===== src/rtl/cpu_core.sv =====
// cpu_core: 5-stage in-order RV32I pipeline (IF, ID, EX, MEM, WB).
// Define FORWARD_EN to add EX-stage operand forwarding and the load-use interlock.
module cpu_core_reg_file (
  input  logic        clk,
  input  logic        rst_n,
  input  logic        we,
  input  logic [4:0]  waddr,
  input  logic [31:0] wdata,
  input  logic [4:0]  raddr1,
  input  logic [4:0]  raddr2,
  output logic [31:0] rdata1,
  output logic [31:0] rdata2
);
  logic [31:0] REGISTERS [0:31];
  always_ff @(posedge clk or negedge rst_n)
    if (!rst_n) begin
      for (int i = 0; i < 32; i++) REGISTERS[i] <= '0;
    end else if (we && waddr != 5'd0) begin
      REGISTERS[waddr] <= wdata;
    end
  // write-through so ID sees the value WB is committing this cycle
  assign rdata1 = (raddr1 == 5'd0) ? '0 : (we && waddr == raddr1) ? wdata : REGISTERS[raddr1];
  assign rdata2 = (raddr2 == 5'd0) ? '0 : (we && waddr == raddr2) ? wdata : REGISTERS[raddr2];
endmodule

module cpu_core #(
  parameter logic [31:0] RESET_PC = 32'h0000_0000
) (
  input  logic        CLK,
  input  logic        RESET,
  output logic [31:0] PC,
  input  logic [31:0] INSTRUCTION,
  output logic [3:0]  DATA_MEM_READ,
  output logic [2:0]  DATA_MEM_WRITE,
  output logic [31:0] DATA_MEM_ADDR,
  output logic [31:0] DATA_MEM_WRITE_DATA,
  input  logic [31:0] DATA_MEM_READ_DATA,
  input  logic        DATA_MEM_BUSYWAIT,
  input  logic        INSTR_MEM_BUSYWAIT
);
  localparam logic [31:0] NOP = 32'h0000_0013;
  logic        stall, load_use, taken, cond, wb;
  logic        is_lui, is_auipc, is_jal, is_jalr, is_br, is_ld, is_st, is_opi, is_op;
  logic [31:0] if_id_pc, if_id_ir, id_ex_pc, id_ex_ir, id_ex_a, id_ex_b, rd1, rd2;
  logic [31:0] ex_mem_res, ex_mem_b, mem_wb_val;
  logic [4:0]  ex_mem_rd, mem_wb_rd, rd, sh;
  logic        ex_mem_wb, ex_mem_ld, ex_mem_st, mem_wb_wb;
  logic [2:0]  ex_mem_f3, f3;
  logic [6:0]  op;
  logic [31:0] imm_i, imm_s, imm_b, imm_u, imm_j;
  logic [31:0] a, b, alu_b, alu, sra, res, target;

  assign stall = DATA_MEM_BUSYWAIT | INSTR_MEM_BUSYWAIT;

  cpu_core_reg_file ID_REG_FILE (
    .clk(CLK), .rst_n(RESET), .we(mem_wb_wb & ~stall), .waddr(mem_wb_rd), .wdata(mem_wb_val),
    .raddr1(if_id_ir[19:15]), .raddr2(if_id_ir[24:20]), .rdata1(rd1), .rdata2(rd2)
  );

  assign op = id_ex_ir[6:0];
  assign f3 = id_ex_ir[14:12];
  assign rd = id_ex_ir[11:7];
  assign is_lui   = op == 7'b0110111;
  assign is_auipc = op == 7'b0010111;
  assign is_jal   = op == 7'b1101111;
  assign is_jalr  = op == 7'b1100111;
  assign is_br    = op == 7'b1100011;
  assign is_ld    = op == 7'b0000011;
  assign is_st    = op == 7'b0100011;
  assign is_opi   = op == 7'b0010011;
  assign is_op    = op == 7'b0110011;

  assign imm_i = {{20{id_ex_ir[31]}}, id_ex_ir[31:20]};
  assign imm_s = {{20{id_ex_ir[31]}}, id_ex_ir[31:25], id_ex_ir[11:7]};
  assign imm_b = {{19{id_ex_ir[31]}}, id_ex_ir[31], id_ex_ir[7], id_ex_ir[30:25], id_ex_ir[11:8], 1'b0};
  assign imm_u = {id_ex_ir[31:12], 12'b0};
  assign imm_j = {{11{id_ex_ir[31]}}, id_ex_ir[31], id_ex_ir[19:12], id_ex_ir[20], id_ex_ir[30:21], 1'b0};

`ifdef FORWARD_EN
  // EX/MEM wins over MEM/WB; wb flags are already cleared for rd == x0
  assign a = (ex_mem_wb && ex_mem_rd == id_ex_ir[19:15]) ? ex_mem_res :
             (mem_wb_wb && mem_wb_rd == id_ex_ir[19:15]) ? mem_wb_val : id_ex_a;
  assign b = (ex_mem_wb && ex_mem_rd == id_ex_ir[24:20]) ? ex_mem_res :
             (mem_wb_wb && mem_wb_rd == id_ex_ir[24:20]) ? mem_wb_val : id_ex_b;
  assign load_use = is_ld && rd != 5'd0 && (rd == if_id_ir[19:15] || rd == if_id_ir[24:20]);
`else
  assign a = id_ex_a;
  assign b = id_ex_b;
  assign load_use = 1'b0;
`endif

  assign alu_b = is_op ? b : imm_i;
  assign sh = alu_b[4:0];
  assign sra = $signed(a) >>> sh;
  always_comb
    case (f3)
      3'd0: alu = (is_op && id_ex_ir[30]) ? a - alu_b : a + alu_b;
      3'd1: alu = a << sh;
      3'd2: alu = {31'b0, $signed(a) < $signed(alu_b)};
      3'd3: alu = {31'b0, a < alu_b};
      3'd4: alu = a ^ alu_b;
      3'd5: alu = id_ex_ir[30] ? sra : a >> sh;
      3'd6: alu = a | alu_b;
      default: alu = a & alu_b;
    endcase

  assign res = is_lui ? imm_u : is_auipc ? id_ex_pc + imm_u : (is_jal | is_jalr) ? id_ex_pc + 32'd4 :
               is_ld ? a + imm_i : is_st ? a + imm_s : alu;
  assign wb = (is_lui | is_auipc | is_jal | is_jalr | is_ld | is_opi | is_op) && rd != 5'd0;
  assign cond = f3 == 3'd0 ? a == b : f3 == 3'd1 ? a != b : f3 == 3'd4 ? $signed(a) < $signed(b) :
                f3 == 3'd5 ? $signed(a) >= $signed(b) : f3 == 3'd6 ? a < b : f3 == 3'd7 ? a >= b : 1'b0;
  assign taken = is_jal | is_jalr | (is_br & cond);
  assign target = is_jalr ? (a + imm_i) & ~32'd1 : id_ex_pc + (is_jal ? imm_j : imm_b);

  always_ff @(posedge CLK or negedge RESET)
    if (!RESET) begin
      PC         <= RESET_PC;
      if_id_pc   <= '0;
      if_id_ir   <= NOP;
      id_ex_pc   <= '0;
      id_ex_ir   <= NOP;
      id_ex_a    <= '0;
      id_ex_b    <= '0;
      ex_mem_res <= '0;
      ex_mem_b   <= '0;
      ex_mem_rd  <= '0;
      ex_mem_wb  <= 1'b0;
      ex_mem_ld  <= 1'b0;
      ex_mem_st  <= 1'b0;
      ex_mem_f3  <= '0;
      mem_wb_val <= '0;
      mem_wb_rd  <= '0;
      mem_wb_wb  <= 1'b0;
    end else if (!stall) begin
      PC <= taken ? target : load_use ? PC : PC + 32'd4;
      if (taken) begin
        if_id_ir <= NOP;
      end else if (!load_use) begin
        if_id_pc <= PC;
        if_id_ir <= INSTRUCTION;
      end
      id_ex_pc   <= if_id_pc;
      id_ex_ir   <= (taken | load_use) ? NOP : if_id_ir;
      id_ex_a    <= rd1;
      id_ex_b    <= rd2;
      ex_mem_res <= res;
      ex_mem_b   <= b;
      ex_mem_rd  <= rd;
      ex_mem_wb  <= wb;
      ex_mem_ld  <= is_ld;
      ex_mem_st  <= is_st;
      ex_mem_f3  <= f3;
      mem_wb_val <= ex_mem_ld ? DATA_MEM_READ_DATA : ex_mem_res;
      mem_wb_rd  <= ex_mem_rd;
      mem_wb_wb  <= ex_mem_wb;
    end

  assign DATA_MEM_READ       = ex_mem_ld ? {1'b1, ex_mem_f3} : 4'd0;
  assign DATA_MEM_WRITE      = ex_mem_st ? {1'b1, ex_mem_f3[1:0]} : 3'd0;
  assign DATA_MEM_ADDR       = (ex_mem_ld | ex_mem_st) ? ex_mem_res : '0;
  assign DATA_MEM_WRITE_DATA = ex_mem_st ? ex_mem_b : '0;
endmodule


===== config.mk =====
export PLATFORM = sky130hd
export DESIGN_NAME = cpu_core
export DESIGN_NICKNAME = d
export VERILOG_FILES = /design/src/rtl/cpu_core.sv
export SDC_FILE = /design/constraint.sdc
export NUM_CORES = 2
export LEC_CHECK = 0
export ABC_AREA = 1
export CORE_UTILIZATION = 50
export CTS_CLUSTER_SIZE = 30
export DETAILED_ROUTE_END_ITERATION = 8
export HOLD_SLACK_MARGIN = 0.02
export PLACE_DENSITY = 0.66
export SETUP_SLACK_MARGIN = 0.05
export SLEW_MARGIN = 20
export SYNTH_ARGS = -nofsm -noshare
export SYNTH_HDL_FRONTEND = slang
export SYNTH_SLANG_ARGS = --single-unit

===== constraint.sdc =====
create_clock -name CLK -period 4.85 [get_ports CLK]
set_clock_uncertainty 0.15 [all_clocks]
set_input_delay 0.7275 -clock CLK [delete_from_list [all_inputs] [get_ports CLK]]
set_output_delay 0.7275 -clock CLK [all_outputs]
set_load 0.02 [all_outputs]

* Yosys cells after proc, flatten, opt, wreduce, memory -nomap -nowiden
Cells that the tools add are included. W data, S select, Z words.
Operators by class: $add $sub $neg 8, magnitude comparators 10, equal/unequal tests 20, shift operators 3, mux-type cells 38, bitwise logic cells 20, reduce and logical (&&, ||, !) cells 12
Operators with widths (count):
- $bwmux W1024 | 1
- $mux W32 | 24
- $bmux W32 S5 | 2
- $pmux W32 S7 | 1
- $add A32 B32 Y32 | 5
- $demux W32 S5 | 1
- $lt A32 B32 Y1 | 4
- $add A32 B3 Y32 const B | 2
- $ge A32 B32 Y1 | 2
- $and A32 B32 Y32 | 1
- $eq A32 B32 Y1 | 1
- $ne A32 B32 Y1 | 1
- $or A32 B32 Y32 | 1
- $shl A32 B5 Y32 | 1
- $shr A32 B5 Y32 | 1
- $sshr A32 B5 Y32 | 1
- $sub A32 B32 Y32 | 1
- $xor A32 B32 Y32 | 1
- $eq A7 B6 Y1 const B | 3
- $eq A7 B7 Y1 const B | 3
- $mux W20 | 1
- $ge A6 B6 Y1 const B | 3
- $not A5 Y6 | 3
- $eq A7 B5 Y1 const B | 2
- 17 further kinds | 45
Word-level totals: register bits after elaboration 1361, input port bits 68, word-level logic and storage cells 160

* Longest topological paths before layout
depth in word-level cells 11, gate-level depth with buffers 34, depth with buffers taken out 32

* Hierarchy
Synthesis repeated with hierarchy kept, for this count alone.
Unflattened totals: cell total of the unflattened synthesis 13643, area total of the unflattened synthesis 90097.7 µm²
Modules (own cells, without submodules):
- cpu_core_reg_file | instances 1, cells each 8505, area each 58384.7 µm², seq. area each 25624.6 µm²
- cpu_core | instances 1, cells each 5138, area each 31712.9 µm², seq. area each 8440.6 µm²

* Worst setup path after synthesis
OpenSTA, ideal clock, no wires.
path type flip-flop to flip-flop, start register id_ex_ir[5], end register PC[25], library setup time 0.119 ns, arrival 4.199 ns, data required time 4.581 ns, slack 0.382 ns, stages on the path, launching flop included 28, clock period less this slack 4.468 ns, cell sequence dfrtp_1 inv_1 nor2_1 inv_1 nor2_1 nand3_1 inv_1 clkbuf_1 nand2_1 clkbuf_1 nand2_1 o21ai_0 ha_1 fa_1 nand3_1 a31oi_1 nor2_1 o21ai_0 a21boi_1 o21ai_0 a21boi_1 nor2_1 nor2_1 o21bai_1 or2_1 nand3_1 nand4_1 and2_1
Between the ends: longest elaborated chain between the ends 5, elaborated cells between the ends (all ways) 10, classes of those cells add/sub: 1; eq/ne: 3; mux: 3; bitwise: 3
RTL lines:
- start, declared | RTL line 44 | logic [31:0] if_id_pc, if_id_ir, id_ex_pc, id_ex_ir, id_ex_a, id_ex_b, rd1, rd2;
- start signal, assigned | RTL line 143 | id_ex_ir <= (taken | load_use) ? NOP : if_id_ir;
- $eq A7 B7 Y1 | RTL line 65 | assign is_jal = op == 7'b1101111;
- $mux W20 | RTL line 113 | assign target = is_jalr ? (a + imm_i) & ~32'd1 : id_ex_pc + (is_jal ? imm_j : imm_b);
- $add A32 B32 Y32 | RTL line 113
- $mux W32 | RTL line 113
- $mux W32 * | RTL line 135 | PC <= taken ? target : load_use ? PC : PC + 32'd4;
- end signal, assigned | RTL line 135
- end, declared | RTL line 31 | output logic [31:0] PC,
Every way passes the cells marked *; elsewhere a longest branch is shown, timed or not. A chain may end at the register's enable or synchronous reset.

* Worst setup path after layout
start register id_ex_ir[1], end register ex_mem_res[0]
Between the ends: longest elaborated chain between the ends 10, elaborated cells between the ends (all ways) 28, classes of those cells add/sub: 2; order compare: 2; eq/ne: 7; shift: 3; mux: 9; bitwise: 4; reduce/logical: 1
RTL lines:
- $eq A7 B6 Y1 | RTL line 71 | assign is_op = op == 7'b0110011;
- $mux W32 | RTL line 92 | assign alu_b = is_op ? b : imm_i;
- $add A32 B32 Y32 (tied with other cells) | RTL line 97 | 3'd0: alu = (is_op && id_ex_ir[30]) ? a - alu_b : a + alu_b;
- $mux W32, on equally long branches | RTL line 97, 102
- $pmux W32 S7 | RTL line 96 | case (f3)
- $mux W32 (2 in a row) | RTL line 108 | is_ld ? a + imm_i : is_st ? a + imm_s : alu;
- $mux W32 (2 in a row) | RTL line 107 | assign res = is_lui ? imm_u : is_auipc ? id_ex_pc + imm_u : (is_jal | is_jalr) ? id_ex_pc + 32'd4 :
- $mux W32 * | RTL line 107
- end signal, assigned | RTL line 146 | ex_mem_res <= res;
- end, declared | RTL line 45 | logic [31:0] ex_mem_res, ex_mem_b, mem_wb_val;
Marked as above.

==> out/results.ini <==
[run_status]
status = completed

[hold_path]
hold_path.class = flip-flop to flip-flop

[logic_synthesis]
syn-cell-area_um2 = 86100
synth_nets = 12701
synth_most_common_cell = o21ai_0
synthCells = 12418
synth.avg_cell_area_um2 = 6.94
netlist_top_cells_area = dfrtp_1, o21ai_0, nand2_1
yosysSeqAreaShare_pct = 39.6
synth_largest_area_cell = dfrtp_1
synth.top_cell.area_share_pct = 39.4
synth_ff_type = dfrtp_1
synth-edff-count = 0
synth-warning-count = 0
async_reset_ff_share_pct = 100
netlist-cell-type-count = 62
synth_commonest_cells = o21ai_0, nand2_1, dfrtp_1
synth.ff_latch_count = 1361

[pwr]
swShare_pct = 43.7
p_seq_share_pct = 32.3
power_mw = 43.4
ir_worst_vdd_uv = 383
leakagePower_nw = 43.4
power_density_nw_per_um2 = 451
p_int_mw = 24.4
p_switching_mw = 18.9
p_comb_share_pct = 39.8
clkPwrFrac_pct = 27.9

[global_routing]
grt_max_degree = 161
grt_overflow = 0
grt_pass1_wl_um = 570000
track_usage_pct = 43.8
antenna_found_initial = 26
grt_pass1_vias = 84982

[worst_setup_path]
worst_ep_required_time_ns = 5.39
worstSetupStartpointType = flip-flop
cpMostUsedCell = nand2_1
path_class = flip-flop to flip-flop
crit_arrival_ns = 5.11
worstPathMaxFanout = 30
max_stage_delay_ns = 0.54
critPathCaptureType = flip-flop
slowest_stage = dfstp_2
r2r_slack_ns = 0.29

[placed_design]
dp_hpwl_um = 252000
place_ws_ns = 0.174
place_congestion = 1.05
dp.cells = 14271
portBuffers = 170

[cts]
cts_buffers = 153
clk_latency_ns = 0.85
h-tree-depth = 4
tritoncts = done
clk_pin_slew_ns = 0.06
clk_path_buf_depth = 3
root_buffer = clkbuf_16
cts.sinks = 1361

[timing]
rsz0062_at_grt = false
final-hold-violation-count = 0
finalCritPeriodShare_pct = 94.1
period_needed_ns = 4.56
setup_ws_ns = 0.288
finalSetupViolations = 0
fin_setup_tns_ns = 0
fmax_mhz = 219
worst_slew_pin_slew_ns = 1.23
relSlewSlack_pct = 17.8
slew_violations = 0

[floorplan]
pin_count = 171
die_width_um = 417
die_area_um2 = 174000
core_area_um2 = 170000
start_util_pct = 50.6
rows = 151
die_h_um = 417

[finish]
drive_gt1_share_pct = 6.22
syn2layout_area_growth_pct = 11.6
nets = 12416
fin_cells = 14547

[routing]
vias = 91855
dr_wl_met3_um = 41200
dr.pass1.iters = 9
via_per_inst = 6.31
wl_per_cell_um = 26.7
drtIter0Drc = 12031
drc = 0
drtAntennaViolNets = 0
m1WireLength_um = 148000
wl_met2_um = 169000
top_layer_used = met5
routed_wirelength_um = 389000

[job]
drv_cap = 0

-- critical path, delay by kind of cell (launching register included) --
kind	cells	cell delay (ns)
buffers and inverters	2	0.31
flip-flops	1	0.54
AO/OA/AOI/OAI	2	0.31
AND/OR/NAND/NOR	20	2.72
adder cells (fa/ha/maj)	1	0.41
-- cells by family (layout without fill, tap and decap cells) --
group	after synthesis	after routing	synth area share [%]
AND/OR/NAND/NOR	4273	4273	19.7
flip-flops	1361	1361	39.6
XOR/XNOR	108	108	1.10
buffers and inverters	1942	1769	8.61
adder cells (fa/ha/maj)	215	215	3.17
AO/OA/AOI/OAI	4496	4496	27.6
other	0	7	0
multiplexers	23	23	0.267
-- per-layer routing --
layer  GRT usage (%)  vias to the layer above
li1                -                    41092
met1            56.5                    43563
met2            66.6                     5785
met3            9.58                     1397
met4            27.8                       18
met5               0                        -
-- per-stage QoR --
step / utilization (%) / hold WS (ns) / cell area [um^2]
2_1_floorplan: - / 0.282 / 86100
3_3_place_gp: 53.4 / 0.236 / 90900
4_1_cts: 56.4 / 0.252 / 96000
3_5_place_dp: 53.4 / 0.239 / 90900
6_report: 56.5 / 0.249 / 96100
5_1_grt: 56.5 / 0.264 / 96100
-- power by group through the flow --
| stage | combinational [mW] | sequential (mW) | clock (mW) |
|---|---|---|---|
| after floorplan | 9.66 | 13.6 | 0 |
| after global placement | 16.6 | 14.1 | 0 |
| after detailed placement | 16.6 | 14.1 | 0 |
| after CTS | 16.7 | 13.9 | 12.1 |
| after global routing | 18.5 | 14.1 | 12.5 |
| final | 17.3 | 14.0 | 12.1 |
-- cell type report --
| cell class | instances | area (um^2) |
|---|---|---|
| antenna | 7 | 17.5 |
| clock buffer | 218 | 4350 |
| clock inverter | 49 | 783 |
| fill | 16360 | 74100 |
| inverter | 947 | 3600 |
| multi-input combinational | 9115 | 45000 |
| sequential | 1361 | 34100 |
| tap | 2295 | 2870 |
| timing repair buffer | 555 | 5390 |
-- final timing paths --
kind,cells past startpoint,start,to
max,25,id_ex_ir[1],ex_mem_res[0]
min,0,ID_REG_FILE.REGISTERS[1011],ID_REG_FILE.REGISTERS[1011]
max reg2reg,25,id_ex_ir[1],ex_mem_res[0]
min reg2reg,0,ID_REG_FILE.REGISTERS[1011],ID_REG_FILE.REGISTERS[1011]
max in group asynchronous,3,RESET,if_id_ir[15]
min in group asynchronous,2,RESET,b[23]
-- registers in the layout, summed over array words and instances (netlist names), 32 cells and up --
register,flops
b,32
ID_REG_FILE.REGISTERS,1024
if_id_pc,32
ex_mem_b,32
id_ex_ir,32
a,32
id_ex_pc,32
mem_wb_val,32
PC,32
if_id_ir,32
ex_mem_res,32
-- repair_timing --
item,CTS,global route
hold endpoints to repair,91,0
endpoints found under the setup margin,0,13
hold buffers,1,0
gates resized for setup,0,18
setup buffers,0,1
-- placed cells by master, fill, tap and decap left out, types with 61 or more instances in the layout --
master           count
o211ai_1            99
o21ai_1            116
o21ai_0           2939
nand3_1            385
clkbuf_16          154
buf_4              322
nor2_1             997
nor3_1              61
dfrtp_1           1343
a211oi_1            92
ha_1               210
inv_1              915
nand2_1           2664
o22ai_1            190
clkdlybuf4s50_1    169
buf_12              62
a21oi_1            867
xor2_1              81
No activity file was read; power rests on OpenSTA's default activity.
